File: src/rtl/mux_seq_pkg.sv
// Shared types and helpers for the registered N-input operand selector.
package mux_seq_pkg;

  localparam int RW = 64;

  typedef enum logic {
    S_IDLE,
    S_SWEEP
  } state_t;

  function automatic int clamp_len(
    input int len,
    input int n
  );
    return (len == 0 || len > n) ? n : len;
  endfunction

  function automatic int wrap_inc(
    input int idx,
    input int n
  );
    return (idx == n - 1) ? 0 : idx + 1;
  endfunction

endpackage

File: src/rtl/mux_seq_n_real_bank.sv
// Snapshot register file: load-all, one async read port, sync clear.
module real_bank
  import mux_seq_pkg::*;
#(
  parameter int N = 8,
  localparam int AW = $clog2(N)
) (
  input  logic                  clk,
  input  logic                  clr,
  input  logic                  load,
  input  logic [N-1:0][RW-1:0]  din,
  input  logic [AW-1:0]         rd_idx,
  output logic [RW-1:0]         rd_data
);

  logic [N-1:0][RW-1:0] mem;

  always_ff @(posedge clk) begin
    if (clr) begin
      mem <= '0;
    end else if (load) begin
      mem <= din;
    end
  end

  // Guard reads beyond N when N is not a power of two.
  always_comb begin
    rd_data = '0;
    if (32'(rd_idx) < N) begin
      rd_data = mem[rd_idx];
    end
  end

endmodule

File: src/rtl/mux_seq_n.sv
// Registered N-input selector: direct single beats or a wrapped sweep
// streamed from a snapshot of all inputs.
module mux_seq_n
  import mux_seq_pkg::*;
#(
  parameter int NUM_IN = 8,
  localparam int SEL_W = $clog2(NUM_IN)
) (
  input  logic                      clk,
  input  logic                      rst,
  input  logic [NUM_IN-1:0][RW-1:0] in,
  input  logic [SEL_W-1:0]          switch,
  input  logic                      mode,
  input  logic [SEL_W:0]            sweep_len,
  input  logic                      in_valid,
  output logic                      in_ready,
  output logic [RW-1:0]             out,
  output logic [SEL_W-1:0]          out_sel,
  output logic                      out_last,
  output logic                      out_err,
  output logic                      out_valid,
  input  logic                      out_ready,
  output logic                      busy
);

  localparam logic [SEL_W:0] REM_ONE = (SEL_W+1)'(1);

  state_t state;
  state_t state_n;

  logic [SEL_W-1:0] idx;
  logic [SEL_W:0]   rem;
  logic [RW-1:0]    bank_rd;

  logic free;
  logic bad;
  logic accept;
  logic sweep_acc;
  logic load_beat;

  assign free = !out_valid || out_ready;
  assign bad  = 32'(switch) >= NUM_IN;
  assign busy = (state == S_SWEEP);

  real_bank #(
    .N (NUM_IN)
  ) u_bank (
    .clk     (clk),
    .clr     (rst),
    .load    (sweep_acc),
    .din     (in),
    .rd_idx  (idx),
    .rd_data (bank_rd)
  );

  always_ff @(posedge clk) begin
    if (rst) begin
      state <= S_IDLE;
    end else begin
      state <= state_n;
    end
  end

  always_comb begin
    state_n   = state;
    in_ready  = 1'b0;
    accept    = 1'b0;
    sweep_acc = 1'b0;
    load_beat = 1'b0;
    unique case (state)
      S_IDLE: begin
        in_ready = !rst && free;
        accept   = in_valid && in_ready;
        if (accept && mode && !bad) begin
          sweep_acc = 1'b1;
          state_n   = S_SWEEP;
        end
      end
      S_SWEEP: begin
        load_beat = free && !rst;
        if (load_beat && rem == REM_ONE) begin
          state_n = S_IDLE;
        end
      end
      default: state_n = S_IDLE;
    endcase
  end

  always_ff @(posedge clk) begin
    if (rst) begin
      out       <= '0;
      out_sel   <= '0;
      out_last  <= 1'b0;
      out_err   <= 1'b0;
      out_valid <= 1'b0;
      idx       <= '0;
      rem       <= '0;
    end else if (load_beat) begin
      out       <= bank_rd;
      out_sel   <= idx;
      out_last  <= (rem == REM_ONE);
      out_err   <= 1'b0;
      out_valid <= 1'b1;
      idx       <= SEL_W'(wrap_inc(int'(idx), NUM_IN));
      rem       <= rem - REM_ONE;
    end else if (sweep_acc) begin
      // First sweep beat comes from the bank on the following edge.
      idx       <= switch;
      rem       <= (SEL_W+1)'(clamp_len(int'(sweep_len), NUM_IN));
      out_valid <= 1'b0;
    end else if (accept) begin
      out       <= bad ? '0 : in[switch];
      out_sel   <= switch;
      out_last  <= 1'b1;
      out_err   <= bad;
      out_valid <= 1'b1;
    end else if (out_ready) begin
      out_valid <= 1'b0;
    end
  end

endmodule

File: config.mk
export PLATFORM = sky130hd
export DESIGN_NAME = mux_seq_n
export DESIGN_NICKNAME = d
export VERILOG_FILES = /design/src/rtl/mux_seq_pkg.sv /design/src/rtl/mux_seq_n_real_bank.sv /design/src/rtl/mux_seq_n.sv
export SDC_FILE = /design/constraint.sdc
export NUM_CORES = 1
export LEC_CHECK = 0
export CORE_MARGIN = 1
export CORE_UTILIZATION = 45
export DETAILED_ROUTE_END_ITERATION = 12
export DONT_BUFFER_PORTS = 1
export PLACE_DENSITY = 0.58
export SLEW_MARGIN = 5
export SYNTH_ARGS = -nofsm -noshare
export SYNTH_HDL_FRONTEND = slang
export SYNTH_HIERARCHICAL = 1
export SYNTH_SLANG_ARGS = --single-unit
File: constraint.sdc
create_clock -name clk -period 4.48 [get_ports clk]
set_input_delay 0.448 -clock clk [delete_from_list [all_inputs] [get_ports clk]]
set_output_delay 0.448 -clock clk [all_outputs]
set_load 0.02 [all_outputs]
==> out/metrics.cfg <==
[outcome]
run_status=finished with violations
violations=DRC, slew limit

[power]
power.internal_mw=9.882
total_power_mw=12.96
swShare_pct=23.73
sequential_share_of_power_pct=43.5
portion_of_total_power_attributed_to_combinational_logic_pct=11.6
vdd_drop_max_mv=0.2947
cellPowerDensity_nw_per_um2=350.3
pwr-share-clk_pct=44.9
power_leakage_nw=13.21
net_switching_power_of_the_design_mw=3.074

[setup_path]
cp.arrival_ns=3.36
path_cells=nor2b_1 -> a211o_4 -> or3_4 -> buf_4 -> o211ai_1
ff2ff_path_depth=5
critical_path_required_ns=4.94
critical_path.max_stage_delay_ns=0.72
worstPathMaxFanout=30
path_delay_family=simple AND/OR/NAND/NOR gates
timing.setup.critical_path_class=register to register
reg2reg_setup_slack_ns=1.57
critPathLaunchType=register
reg2reg_from=out_valid
master_of_the_slowest_instance_on_the_critical_path=sky130_fd_sc_hd__nor2b_1
rr_endpoint=out[62]
crit_path_capture_type=register
path_buf_inv=1

[clocking]
cts.reportedPaths.clkPinSlew_ns=0.06
cts_tree=yes
h-tree-depth=3
cts_made_buffers=69
worstSkewPairLatency_ns=0.60
clk_path_buf_depth=3
clockRootBuffer=sky130_fd_sc_hd__clkbuf_16
clock-sinks=589

[timing]
post-route-period-util_pct=64.89
timing.slew.headroom_pct=-7.918
achievable-frequency_mhz=344.0
timing.final.crit_period_ns=2.907
finClkSkew_ns=0.02248
finalHoldViolations=0
tightest_slew_ns=1.619
timing.final.setup_violations=0
rsz0062_at_grt=no
finalMaxSlewViolations=105
totalNegativeSetupSlack_ns=0

[synth]
synth.most_common_cell=sky130_fd_sc_hd__dfxtp_1
yosys.area.top_type_share_pct=40.32
synth.top_cells.by_area=sky130_fd_sc_hd__dfxtp_1 40%, sky130_fd_sc_hd__mux2i_1 20%, sky130_fd_sc_hd__mux4_2 20%, sky130_fd_sc_hd__nor2_1 6.7%, sky130_fd_sc_hd__nand3b_1 3.3%
synthesis.instances=2485
yosys_register_bits=589
yosys-top-cells-count=589 x sky130_fd_sc_hd__dfxtp_1, 578 x sky130_fd_sc_hd__mux2i_1, 522 x sky130_fd_sc_hd__nor2_1
async_reset_ff_share_pct=0
synth_nets=3013
synth_top_area_cell=sky130_fd_sc_hd__dfxtp_1
yosys_warnings=6
synthMuxAreaShare_pct=42.01
yosysUniqueCellTypes=34
synth_sequential_area_ratio_pct=40.32
synth-compound-area-share_pct=3.171
yosys.area_share.simple_pct=10.51
synth_flop_cell=sky130_fd_sc_hd__dfxtp_1
yosys.area_share.adder_pct=0.1712
synth_enable_flop_cells=0
post_syn_area_per_cell_um2=11.77
post_synthesis_cell_area_um2=29240
synth_top_family_by_area=multiplexers
synth_xor_area_share_pct=0

[place]
post-dp-hpwl_um=54370
buffer_ports.inserted=0
finalWeightedCongestion=0.8686
place_inst=3138

[global_routing]
antenna_violations_before_repair=1
grt_max_degree=437
grt_use_total_pct=27.77
global_route_wire_length_before_repair_um=142500
grt.met2_usage_pct=47.23
overflow=0
global_route.peak_usage_layer=met2
number_of_global_route_vias_before_repair=23350
groute.layer.met3.usage_pct=6.284
grt_util_met1_pct=33.67

[drt]
via_per_instance_ratio=5.839
detail_route.wirelength_um=93790
drtPass1Iterations=9
post_route_ant_nets=0
drt_iter0_markers=1654
detailroute.via_count=22010
drc=1
wl_per_cell_um=24.88

[floorplan]
die_y_um=256.9
pin_count=596
core_region_area_um2=64350
start_util_pct=45.44
die_x_um=256.9
die_footprint_um2=66010
floorplan.rows=93

[run]
number_of_max_cap_violations=0

[final_layout]
layout_cells_sized_above_1_pct=18.20
fillCellCount=5233
fin_cells=3769
nNetsFinal=3385
final_core_utilization_pct=57.48
areaGrowthSynthToFinish_pct=26.49

[min_path]
hold_start=in[240]
worstHoldPathCells=2
worst_hold_path_type=input port to register
hold-path-endpoint=u_bank/mem[240]

## cell type report
| type | count | area, µm² | area share, % |
|---|---|---|---|
| diodes | 2 | 5.005 | 0.01353 |
| clock buffers | 104 | 2131 | 5.761 |
| clock inverters | 22 | 244.0 | 0.6597 |
| inverters | 4 | 15.01 | 0.04059 |
| multi-input cells | 1665 | 16370 | 44.25 |
| flip-flops and latches | 589 | 11800 | 31.91 |
| well taps | 855 | 1070 | 2.892 |
| repair buffers | 528 | 5353 | 14.47 |
## kinds of logic after synthesis
kind of cell	Yosys count
AOI/OAI and AO/OA	85
DFF	589
and+or+nand+nor	676
adders and majority gates	4
buffers and inverters	231
other	1
muxes	899
## worst max-delay path by stage
stage,start,endpoint,slack [ns],cells after the start
CTS,out_valid,out[62],1.57,5
finish,out_valid,out[62],1.57,5
global placement,out_valid,out[61],1.69,5
global route,out_valid,out[62],1.47,5
detailed placement,out_valid,out[62],1.59,5
floorplan,rst,u_bank/mem[100],2.14,7
## power groups by stage
stage	sequential [mW]	combinational (mW)	clock (mW)
2_1_floorplan	5.67	1.07	0
3_3_place_gp	5.74	1.02	0
3_5_place_dp	5.74	1.05	0
4_1_cts	5.63	1.49	5.93
5_1_grt	5.65	1.59	6.12
6_report	5.64	1.50	5.82
## stage by stage
stage	setup slack [ns]	hold slack, ns	area [µm²]
floorplan	2.141	0.4546	29240
global route	1.468	0.01952	36990
CTS	1.573	0.0008639	36980
finish	1.573	0.03484	36990
global placement	1.691	0.4670	29550
detailed placement	1.592	0.4747	29550
## layout by cell type (no fill, tap or decap), types with 4 or more instances in the layout
cell type                       netlist  routed
sky130_fd_sc_hd__ha_1                 4       4
sky130_fd_sc_hd__a21oi_1              6       6
sky130_fd_sc_hd__mux2_2              65      65
sky130_fd_sc_hd__bufinv_16            0       4
sky130_fd_sc_hd__clkbuf_16            0      71
sky130_fd_sc_hd__o211ai_2            60      60
sky130_fd_sc_hd__dlygate4sd3_1        0     502
sky130_fd_sc_hd__inv_1                4       4
sky130_fd_sc_hd__dfxtp_1            589     586
sky130_fd_sc_hd__clkinv_2             0      13
sky130_fd_sc_hd__o211ai_1             4       4
sky130_fd_sc_hd__mux4_2             256     256
sky130_fd_sc_hd__buf_4                4      16
sky130_fd_sc_hd__buf_12               0       9
sky130_fd_sc_hd__nand2_1              6       6
sky130_fd_sc_hd__or3_1                5       4
sky130_fd_sc_hd__mux2i_1            578     578
sky130_fd_sc_hd__nand3b_1           130     130
sky130_fd_sc_hd__nor2_1             522     522
sky130_fd_sc_hd__clkbuf_8             0      23
sky130_fd_sc_hd__clkbuf_1           109      10
## metal layers
| metal | share of wire [%] | wire length, µm |
|---|---|---|
| met1 | 39 | 36900 |
| met2 | 49 | 46350 |
| met3 | 7.3 | 6859 |
| met4 | 3.9 | 3673 |
| met5 | 0 | 0 |
## sequential cells by signal, summed over array words and instances (netlist names)
register / count
out_valid: 1
out_sel: 3
u_bank/mem: 512
out_last: 1
rem: 4
idx: 3
out: 64
busy: 1
## timing repair
item,4_1_cts,5_1_grt
hold endpoints to repair,517,0
buffers inserted,0,0
resized for setup,0,0
hold buffers,503,0
(Power assumes the default switching activity.)
